`src/rtl/ssd_scan_decoder.sv`:
```
// ssd_scan_decoder
// Reads a multiplexed active-low seven-segment bus back into BCD slots.
// Each strobed digit must present the same {an,seg} sample for
// STABLE_CYCLES consecutive cycles before its pattern is decoded and stored.
// Optional feature: define SSD_DEC_SYNC_EN to add a second input register
// stage (two-flop synchroniser); every capture/frame latency grows by 1.
//
// Handshake: frame_valid_o is a single-cycle strobe with no ready; it fires
// on the edge where the capture that completes the captured-mask lands, so
// the completing slot's new value and the strobe are visible together.
module ssd_scan_decoder #(
  parameter int STABLE_CYCLES = 4,
  parameter int DIGITS        = 4
) (
  input  logic                  clk,
  input  logic                  reset,
  input  logic [DIGITS-1:0]     an_i,
  input  logic [6:0]            seg_i,
  output logic [4*DIGITS-1:0]   bcd_o,
  output logic [DIGITS-1:0]     err_o,
  output logic                  frame_valid_o,
  output logic [1:0]            dbg_state_o
);

  localparam int IW = (DIGITS > 1) ? $clog2(DIGITS) : 1;
  localparam logic [7:0] STABLE_LAST = 8'(STABLE_CYCLES);
  localparam logic [DIGITS-1:0] ONE = {{(DIGITS-1){1'b0}}, 1'b1};

  typedef enum logic [1:0] {
    IDLE   = 2'd0,
    SETTLE = 2'd1,
    HELD   = 2'd2
  } state_t;

  state_t              state_q, state_d;
  logic [7:0]          cnt_q, cnt_d;
  logic [DIGITS-1:0]   an_q, an_d;
  logic [6:0]          seg_q, seg_d;
  logic [DIGITS-1:0]   prev_an_q, prev_an_d;
  logic [6:0]          prev_seg_q, prev_seg_d;
  logic [4*DIGITS-1:0] bcd_q, bcd_d;
  logic [DIGITS-1:0]   err_q, err_d;
  logic [DIGITS-1:0]   mask_q, mask_d;
  logic                frame_q, frame_d;

  logic [DIGITS-1:0]   low;
  logic                active;
  logic                same;
  logic [IW-1:0]       idx;
  logic [3:0]          nib;
  logic                bad;
  logic                capture;
  logic [DIGITS-1:0]   mask_set;

`ifdef SSD_DEC_SYNC_EN
  logic [DIGITS-1:0]   an_s_q, an_s_d;
  logic [6:0]          seg_s_q, seg_s_d;

  // First synchroniser stage, then the compare stage.
  always_comb begin
    an_s_d  = an_i;
    seg_s_d = seg_i;
    an_d    = an_s_q;
    seg_d   = seg_s_q;
  end

  // Extra stage resets to the blanked (inactive) bus value.
  always_ff @(posedge clk) begin
    if (reset) begin
      an_s_q  <= '1;
      seg_s_q <= '1;
    end else begin
      an_s_q  <= an_s_d;
      seg_s_q <= seg_s_d;
    end
  end
`else
  // Single input register feeding the compare stage.
  always_comb begin
    an_d  = an_i;
    seg_d = seg_i;
  end
`endif

  // Strobe qualification: exactly one anode low, plus its index.
  always_comb begin
    low    = ~an_q;
    active = (low != '0) && ((low & (low - ONE)) == '0);
    idx    = '0;
    for (int i = 0; i < DIGITS; i++) begin
      if (low[i]) idx = IW'(i);
    end
    same = (an_q == prev_an_q) && (seg_q == prev_seg_q);
  end

  // Segment pattern back to nibble; unknown patterns flag an error.
  always_comb begin
    nib = 4'hF;
    bad = 1'b0;
    case (seg_q)
      7'b0000001: nib = 4'h0;
      7'b1001111: nib = 4'h1;
      7'b0010010: nib = 4'h2;
      7'b0000110: nib = 4'h3;
      7'b1001100: nib = 4'h4;
      7'b0100100: nib = 4'h5;
      7'b0100000: nib = 4'h6;
      7'b0001111: nib = 4'h7;
      7'b0000000: nib = 4'h8;
      7'b0001100: nib = 4'h9;
      7'b1111110: nib = 4'hA;
      7'b1111111: nib = 4'hB;
      default: begin
        nib = 4'hF;
        bad = 1'b1;
      end
    endcase
  end

  // Stability FSM: counts identical active samples, captures once per run.
  always_comb begin
    state_d = state_q;
    cnt_d   = cnt_q;
    capture = 1'b0;
    case (state_q)
      IDLE: begin
        if (active) begin
          state_d = SETTLE;
          cnt_d   = 8'd1;
        end
      end
      SETTLE: begin
        if (!active) begin
          state_d = IDLE;
          cnt_d   = 8'd0;
        end else if (!same) begin
          cnt_d = 8'd1;
        end else if (cnt_q == STABLE_LAST - 8'd1) begin
          cnt_d   = STABLE_LAST;
          state_d = HELD;
          capture = 1'b1;
        end else begin
          cnt_d = cnt_q + 8'd1;
        end
      end
      HELD: begin
        if (!active) begin
          state_d = IDLE;
          cnt_d   = 8'd0;
        end else if (!same) begin
          state_d = SETTLE;
          cnt_d   = 8'd1;
        end
      end
      default: begin
        state_d = IDLE;
        cnt_d   = 8'd0;
      end
    endcase
  end

  // Slot write, captured-mask tracking and frame completion.
  always_comb begin
    bcd_d      = bcd_q;
    err_d      = err_q;
    mask_d     = mask_q;
    frame_d    = 1'b0;
    mask_set   = mask_q | (ONE << idx);
    prev_an_d  = an_q;
    prev_seg_d = seg_q;
    if (capture) begin
      bcd_d[4*idx +: 4] = nib;
      err_d[idx]        = bad;
      if (mask_set == '1) begin
        frame_d = 1'b1;
        mask_d  = '0;
      end else begin
        mask_d = mask_set;
      end
    end
  end

  // State registers; reset discards any partial count.
  always_ff @(posedge clk) begin
    if (reset) begin
      state_q    <= IDLE;
      cnt_q      <= 8'd0;
      an_q       <= '1;
      seg_q      <= '1;
      prev_an_q  <= '1;
      prev_seg_q <= '1;
      bcd_q      <= '1;
      err_q      <= '0;
      mask_q     <= '0;
      frame_q    <= 1'b0;
    end else begin
      state_q    <= state_d;
      cnt_q      <= cnt_d;
      an_q       <= an_d;
      seg_q      <= seg_d;
      prev_an_q  <= prev_an_d;
      prev_seg_q <= prev_seg_d;
      bcd_q      <= bcd_d;
      err_q      <= err_d;
      mask_q     <= mask_d;
      frame_q    <= frame_d;
    end
  end

  assign bcd_o         = bcd_q;
  assign err_o         = err_q;
  assign frame_valid_o = frame_q;
  assign dbg_state_o   = state_q;

endmodule
```
`config.mk`:
```
export PLATFORM = sky130hd
export DESIGN_NAME = ssd_scan_decoder
export DESIGN_NICKNAME = d
export VERILOG_FILES = /design/src/rtl/ssd_scan_decoder.sv
export SDC_FILE = /design/constraint.sdc
export NUM_CORES = 1
export LEC_CHECK = 0
export ABC_CLOCK_PERIOD_IN_PS = 2300
export CAP_MARGIN = 25
export CORE_ASPECT_RATIO = 1.5
export CORE_MARGIN = 1.5
export CORE_UTILIZATION = 30
export CTS_BUF_LIST = sky130_fd_sc_hd__clkbuf_4
export DETAILED_ROUTE_END_ITERATION = 16
export PLACE_DENSITY = 0.45
export SLEW_MARGIN = 10
export SYNTH_ARGS = -nofsm -noshare
export SYNTH_HDL_FRONTEND = slang
export SYNTH_SLANG_ARGS = --single-unit
```
`constraint.sdc`:
```
create_clock -name clk -period 2.3 [get_ports clk]
set_clock_uncertainty 0.15 [all_clocks]
set_input_delay 0.575 -clock clk [delete_from_list [all_inputs] [get_ports clk]]
set_output_delay 0.575 -clock clk [all_outputs]
set_load 0.03 [all_outputs]
```
Yosys cells after proc, flatten, opt, wreduce, memory -nomap -nowiden
Index checks and enable logic that the tools add are counted.

operators by class
  add/sub/neg operators = 3
  multipliers = 0
  divide/modulo/power cells = 0
  order comparisons = 2
  eq/ne operators = 21
  shifts and indexed selects = 3
  muxes and demuxes = 29
  bitwise logic cells = 4
  reductions and logical operators = 11

operator list
  cell                                                    count
  two-way mux 8 bit                                       6
  case mux 4 bit (12 select lines)                        1
  negator 4 -> 34 bit                                     1
  variable shift 4 x 34 -> 16 bit (first input constant)  1
  indexed part select 4 x 34 -> 16 bit                    1
  == test 7 bit (second input constant)                   4
  case mux 8 bit (3 select lines)                         1
  bitwise mux 16 bit                                      1
  two-way mux 2 bit                                       8
  == test 7 x 4 -> 1 bit (second input constant)          2
  == test 7 x 6 -> 1 bit (second input constant)          2
  OR reduction 12 bit                                     1
  inequality test 3 bit (second input constant)           3
  adder 8 x 1 -> 8 bit (second input constant)            1
  == test 8 x 2 -> 1 bit (second input constant)          1
  two-way mux 1 bit                                       8
  == test 7 x 1 -> 1 bit (second input constant)          1
  == test 7 x 3 -> 1 bit (second input constant)          1
  == test 7 x 5 -> 1 bit (second input constant)          1
  == test 7 bit                                           1
  zero test 7 bit                                         1
  case mux 2 bit (3 select lines)                         1
  AND 4 bit                                               1
  bitwise mux 4 bit                                       1
  21 further kinds                                        23

word-level totals
  flip-flop bits (word level) = 57
  bits in latches = 0
  bits in writable memories = 0
  memory bits (read-only) = 0
  output and inout port bits = 23
  word-level logic and storage cells = 83
  memories = 0

Longest topological paths before layout
Gate-level depths: netlist of the first run.

  depth in word-level cells = 9
  mapped depth = 7

Worst setup path before layout of the first run
Ideal clock, no wire load.

  kind = register to register
  start = register seg_q[0], in the netlist prev_seg_d[0]
  end = register bcd_q[11], in the netlist bcd_o[11]
  arrival time = 1730 ps
  path slack = 284 ps
  cell stages (with the launch flop) = 7
  period minus slack after synthesis = 2016 ps
  cell sequence = dfxtp_1 buf_6 or4b_1 o32ai_2 nor3_1 a211oi_2 mux2i_1

between the ends
  longest elaborated chain between the ends = 5
  elaborated cells between the ends (all ways) = 20

RTL lines
  element                                                                       line  text
  start: declaration                                                            38    logic [6:0] seg_q, seg_d;
  start signal: assignment                                                      200   seg_q <= seg_d;
  branches (longest 5 deep; another with indexed part select 4 x 34 -> 16 bit)  n/a
  end signal: assignment                                                        192   bcd_q <= '1;
  end signal: assignment                                                        203   bcd_q <= bcd_d;
  end: declaration                                                              41    logic [4*DIGITS-1:0] bcd_q, bcd_d;

Parallel ways; which one is timed is not known.
A chain may end at the register's enable or synchronous reset.

Worst setup path in the final report of the first run
  start = register bcd_q[0], in the netlist bcd_o[0]
  end = output port bcd_o[0]

RTL lines
  element           line  text
  end: declaration  19    output logic [4*DIGITS-1:0] bcd_o,

No word-level cell between the ends.

==> results of run 1 <==
cell usage after synthesis, types with 5 or more instances:
| master | instances | area [um^2] |
|---|---|---|
| mux2i_1 | 20 | 200 |
| clkbuf_1 | 8 | 30.0 |
| nand2_1 | 12 | 45.0 |
| nor3_1 | 8 | 40.0 |
| inv_1 | 9 | 33.8 |
| xor2_1 | 12 | 105 |
| buf_2 | 5 | 25.0 |
| nor2_1 | 28 | 105 |
| nand3_1 | 10 | 50.1 |
| dfxtp_1 | 57 | 1140 |
| or2_2 | 21 | 131 |
| a31oi_1 | 5 | 31.3 |
| o21ai_1 | 6 | 30.0 |
| a21oi_1 | 5 | 25.0 |
worst min path at each step:
stage | slack [ns] | start | to | depth (start not counted)
after detailed placement | 0.30 | err_o[1]$_SDFFE_PP0P_ | err_o[1]$_SDFFE_PP0P_ | 2
final | 0.31 | err_o[3]$_SDFFE_PP0P_ | err_o[3]$_SDFFE_PP0P_ | 2
after global routing | 0.35 | err_o[1]$_SDFFE_PP0P_ | err_o[1]$_SDFFE_PP0P_ | 2
after CTS | 0.32 | err_o[3]$_SDFFE_PP0P_ | err_o[3]$_SDFFE_PP0P_ | 2
after global placement | 0.29 | err_o[2]$_SDFFE_PP0P_ | err_o[2]$_SDFFE_PP0P_ | 2
after floorplan | 0.31 | cnt_q[1]$_SDFFE_PP0P_ | cnt_q[1]$_SDFFE_PP0P_ | 2
registers in the layout, summed over array words and instances, names as in the netlist:
signal	cells
an_q	4
bcd_o	16
cnt_q	8
dbg_state_o	2
err_o	4
frame_valid_o	1
mask_q	4
prev_an_q	4
prev_seg_d	7
prev_seg_q	7
worst reg2reg max path, cell delays in order, from the launching register on:
cell      delay (ns)
dfxtp_1         0.39
or4b_2          0.70
nor4_1          0.20
nor3_1          0.13
a211oi_2        0.32
mux2i_1         0.13
metrics by stage:
step           setup TNS, ns  setup WS [ns]  std cells
6_report                   0          0.110        451
5_1_grt                    0        0.00604        451
4_1_cts                    0         0.0557        450
3_5_place_dp          -0.257        -0.0678        434
3_3_place_gp          -0.129        -0.0341        434
2_1_floorplan              0          0.284        281
final cells by class:
| type | instances | share of cell area |
|---|---|---|
| Clock buffer | 10 | 0.0218 |
| Tap cell | 110 | 0.0399 |
| Multi-Input combinational cell | 197 | 0.415 |
| Sequential cell | 57 | 0.332 |
| Antenna cell | 1 | 0.000725 |
| Inverter | 10 | 0.0109 |
| Clock inverter | 6 | 0.0170 |
| Timing Repair Buffer | 60 | 0.163 |
logic make-up (layout without fill, tap and decap cells):
logic type,count (synthesis),after routing,share of synthesized area
multiplexers,20,20,0.0742
AO/OA/AOI/OAI,41,41,0.110
buffers and inverters,27,86,0.0496
AND/OR/NAND/NOR,119,119,0.287
other,0,1,0
flip-flops,57,57,0.423
XOR/XNOR,16,16,0.0519
adder cells (fa/ha/maj),1,1,0.00464
power groups by stage:
stage                     Combinational, W  Clock, W  Sequential, W
after floorplan                   0.000149         0        0.00104
after global placement            0.000214         0        0.00106
after detailed placement          0.000216         0        0.00106
after CTS                         0.000216  0.000755        0.00103
after global routing              0.000238  0.000793        0.00104
final                             0.000214  0.000716        0.00103
routing by layer:
| layer | track usage | vias up | wire length (um) |
|---|---|---|---|
| li1 | - | 1109 | - |
| met1 | 0.159 | 993 | 2580 |
| met2 | 0.236 | 26 | 3140 |
| met3 | 0.0398 | 9 | 179 |
| met4 | 0.0776 | 0 | 143 |
| met5 | 0 | - | 0 |
what timing repair did:
action / 4_1_cts / 5_1_grt
gates resized for setup: 1 / 5
setup buffers: 0 / 0
hold endpoints to repair: 0 / 0
pin swaps: 0 / 2
setup endpoints to repair: 1 / 18
==> reports/qor.txt, run 1 <==
Chip Width: 80.4 um
Slew Limit Fails: 0
CP peak stage delay: 0.68 ns
FF/Latch Area: 1140 um^2
GPL Wtd Cong: 0.801
row count: 42
max cap viols: 0
FMAX: 0.457 GHz
Reg power frac: 0.526
global route overflow: 0
Cell Pwr Density: 569 nW/um^2
Filler Cells Inserted: 872
IO Port Bufs: 35
Hold Fails Final Rpt: 0
layout cells sized above 1: 0.250
VDD IR max: 297 uV
Layout area overhead: 27.9%
commonest non-fill, non-tap cell in the layout: dfxtp_1
fin crit share: 0.952
clock latency on the worst-skew pair: 0.41 ns
largest net degree at the start of global routing: 25
CP Launch Point: bcd_o[0]$_SDFFE_PP1P_
Synth Warn #: 0
Die Y: 119 um
Worst path slowest cell: clkdlybuf4s50_1
Worst-Margin Slew: 0.409 ns
cell-internal power: 0.00145 W
clock share of power: 0.365
Worst path top cell family by delay: buffers and inverters
Crit path required time: 1.57 ns
# setup viols final: 0
synthesized area per cell: 9.60 um^2
CTS H-tree depth: 3
vias in the first global route: 2112
Vias/cell: 4.74
Remaining DRCs: 0
R2R Setup Slk: 0.15 ns
Gate Count Post-Synth: 281
Design Area, Final: 3450 um^2
initial antenna violation count: 1
status: complete, no violations
Setup CP Type: flop to primary output
Net Switching: 0.000517 W
fraction of registers with async set/reset: 0
WP data arrival: 1.47 ns
Max-Slew Margin vs Limit: 0.725
io pins: 36
core area: 8780 um^2
Leak: 1.21 nW
Post-CTS Hold Buffers: 0
RSZ-0062 raised after global routing: false
post-DR wirelength/cell: 13.4 um
fin util: 0.393
drt total wl: 6050 um
synthesized area: 2700 um^2
CP Max Fanout: 2
GR Util All Layers: 0.142
Post-synth top flop: dfxtp_1
CTS tree: yes
FF-to-FF End: bcd_o[3]$_SDFFE_PP1P_
sequential cell area fraction in the yosys report: 0.423
drt pass-1 iters: 4
hold_ws: 0.310 ns
Gate power share: 0.109
CP endpoint kind: primary output
1st-iter DRT viols: 54
clock buffer depth: 2
WP buf/inv: 1
commonest cells after routing, fill and taps aside: 54 x dfxtp_1, 34 x clkdlybuf4s50_1, 28 x nor2_1, 23 x buf_4, 21 x or2_2
area of placed instances: 3300 um^2
Hold Crit Class: flop to flop
die area: 9590 um^2
power after layout: 0.00196 W
Syn Nets: 295
Unique masters post-synth: 54
fin crit period: 2.19 ns
CP startpoint kind: flop
TritonCTS Buffers: 9
Worst setup endpoint: bcd_o[0]
Nets: 349
Initial Utilization: 0.308
total number of clock tree sinks: 57
area of the multi-input gates: 1430 um^2
worst path cell trace: clkdlybuf4s50_1
Post-synth EDFFs: 0
Sw Share: 0.263
total vias in the final route: 2137
R2R depth: 5
post-synthesis register bit count: 57
post-route ant nets: 0
Levels on crit path: 1
clock root buffer: clkbuf_4
post-DP HPWL: 4510 um
Worst-path clk slew: 0.10 ns
Worst R2R Start: prev_seg_d[3]$_SDFF_PP1_
first-pass GRT wire length: 10200 um
Power figures use the tool's default switching activity.
==> run 2, diff against run 1 <==
--- a/config.mk
+++ b/config.mk
@@ -5,6 +5,7 @@
 export SDC_FILE = /design/constraint.sdc
 export NUM_CORES = 1
 export LEC_CHECK = 0
+export ABC_AREA = 1
 export ABC_CLOCK_PERIOD_IN_PS = 2300
 export CAP_MARGIN = 25
 export CORE_ASPECT_RATIO = 1.5
==> reports/qor.txt, run 2 <==
Synth Area in Adders: 0.00443
Post-CTS Hold Buffers: 0
Placed Instances: 528
post-synthesis register bit count: 57
min setup slack post-route: 0.0804 ns
share of the synthesized area in the top cell type: 0.404
GPL Wtd Cong: 0.846
fin crit period: 2.22 ns
synth top area cells: dfxtp_1 40%, nand2_1 15%, nand3_1 5.9%
commonest non-fill, non-tap cell in the layout: nand2_1
Leak: 1.70 nW
layout cells sized above 1: 0.194
Levels on crit path: 1
Worst setup endpoint: dbg_state_o[0]
die area: 10000 um^2
Post-Synth XOR/XNOR Area: 0.0310
mux share of post-synthesis cell area: 0
Setup TNS: 0 ns
R2R depth: 8
area of placed instances: 3330 um^2
Remaining DRCs: 0
WP data arrival: 1.49 ns
area of the multi-input gates: 1460 um^2
CP endpoint kind: primary output
CP Max Fanout: 4
vias in the first global route: 2417
count leader, synth: nand2_1
RSZ-0062 raised after global routing: false
status: complete, no violations
VDD IR max: 238 uV
Cell Pwr Density: 588 nW/um^2
fin crit share: 0.965
clock latency on the worst-skew pair: 0.41 ns
commonest cells after routing, fill and taps aside: 113 x nand2_1, 57 x dfxtp_1, 34 x clkdlybuf4s50_1, 33 x nand3_1, 33 x nor2_1
Hold Fails Final Rpt: 0
Worst-path clk slew: 0.09 ns
post-route ant nets: 0
synthesized area: 2820 um^2
max cap viols: 0
post-DP HPWL: 5240 um
Layout area overhead: 22.9%
simple logic cell fraction of the synthesized area: 0.449
Post-synth top cells: 113 x nand2_1, 57 x dfxtp_1, 33 x nand3_1, 33 x nor2_1, 31 x inv_1
global route overflow: 0
Worst path top cell family by delay: buffers and inverters
Post-synth EDFFs: 0
fraction of registers with async set/reset: 0
Chip Width: 82.2 um
Synth Warn #: 0
CP peak stage delay: 0.69 ns
clock buffer depth: 2
Initial Utilization: 0.307
Hold Crit Class: flop to flop
FF-to-FF End: bcd_o[4]$_SDFFE_PP1P_
Post-synth top flop: dfxtp_1
first-pass GRT wire length: 11300 um
io pins: 36
non-filler cells, final: 545
1st-iter DRT viols: 69
post-DR wirelength/cell: 12.6 um
Worst R2R Start: prev_seg_d[6]$_SDFF_PP1_
largest net degree at the start of global routing: 36
Place WS: 0.298 ns
Gate Count Post-Synth: 383
IO Port Bufs: 35
Unique masters post-synth: 35
WP buf/inv: 1
area leader, netlist: dfxtp_1
Slew Limit Fails: 0
Vias/cell: 4.50
Syn Nets: 397
TritonCTS Buffers: 9
Filler Cells Inserted: 956
R2R Setup Slk: 0.36 ns
Die Y: 122 um
drt pass-1 iters: 4
total vias in the final route: 2453
row count: 43
Nets: 441
largest family of logic cells by synthesized area: simple AND/OR/NAND/NOR gates
power after layout: 0.00204 W
CTS H-tree depth: 3
CTS tree: yes
clock root buffer: clkbuf_4
Setup CP Type: flop to primary output
synthesized area per cell: 7.37 um^2
Design Area, Final: 3470 um^2
worst path cell trace: clkdlybuf4s50_1
GR Util All Layers: 0.154
total number of clock tree sinks: 57
# setup viols final: 0
initial antenna violation count: 1
sequential cell area fraction in the yosys report: 0.404
FMAX: 0.451 GHz
Worst path slowest cell: clkdlybuf4s50_1
Max-Slew Margin vs Limit: 0.705
Synth Area in Compound Gates: 0.0332
FF/Latch Area: 1140 um^2
CP Launch Point: dbg_state_o[0]$_SDFFE_PP0P_
max reg flops: 16
Crit path required time: 1.57 ns
drt total wl: 6870 um
Worst-Margin Slew: 0.441 ns
CP startpoint kind: flop
core area: 9200 um^2
run 2: cell count changes in the layout (fill, tap and decap cells not counted), sizes merged, moves of 7 or more:
cell / previous run / this run
nand2: 12 / 128
inv: 9 / 43
nand3: 11 / 37
buf: 25 / 4
mux2i: 20 / 0
nor2: 28 / 47
or2: 21 / 11
o21ai: 10 / 3
xor2: 12 / 5
run 2: per-layer routing:
layer | vias up | routed length (um) | track usage
met5 | - | 0 | 0
met4 | 0 | 206 | 0.0879
met3 | 15 | 173 | 0.0307
met2 | 34 | 3580 | 0.266
met1 | 1113 | 2910 | 0.170
li1 | 1291 | - | -
run 2: what timing repair did:
item / 4_1_cts / 5_1_grt
resized for setup: 0 / 1
endpoints found under the setup margin: 0 / 1
buffers inserted: 0 / 0
run 2: cells by family after synthesis:
kind of cell / count (synthesis)
AND/OR/NAND/NOR: 244
flip-flops: 57
AO/OA/AOI/OAI: 17
XOR/XNOR: 10
buffers and inverters: 54
adder cells (fa/ha/maj): 1
run 2: cell type report:
class,count,share of cell area
timing repair buffer,39,0.114
antenna,1,0.000721
clock buffer,10,0.0216
tap,112,0.0404
sequential,57,0.329
multi-input combinational,272,0.421
inverter,48,0.0563
clock inverter,6,0.0169
run 2: worst min path at each step:
stage                           start  cells after the start  slack, ns                      to
2_1_floorplan  mask_q[3]$_SDFFE_PP0P_                      2       0.29  mask_q[3]$_SDFFE_PP0P_
3_3_place_gp   mask_q[2]$_SDFFE_PP0P_                      2       0.31  mask_q[2]$_SDFFE_PP0P_
3_5_place_dp   mask_q[1]$_SDFFE_PP0P_                      2       0.31  mask_q[1]$_SDFFE_PP0P_
4_1_cts        mask_q[1]$_SDFFE_PP0P_                      2       0.34  mask_q[1]$_SDFFE_PP0P_
5_1_grt        mask_q[1]$_SDFFE_PP0P_                      2       0.36  mask_q[1]$_SDFFE_PP0P_
6_report       mask_q[2]$_SDFFE_PP0P_                      2       0.33  mask_q[2]$_SDFFE_PP0P_
run 2: through the flow:
stage / util / hold WS [ns]
5_1_grt: 0.377 / 0.358
4_1_cts: 0.377 / 0.337
3_3_place_gp: 0.362 / 0.309
2_1_floorplan: - / 0.290
6_report: 0.377 / 0.331
3_5_place_dp: 0.362 / 0.310
run 2: power breakdown:
group / internal, W / switching, W
logic: 0.0000959 / 0.000175
clock network: 0.000336 / 0.000397
registers: 0.00101 / 0.0000275
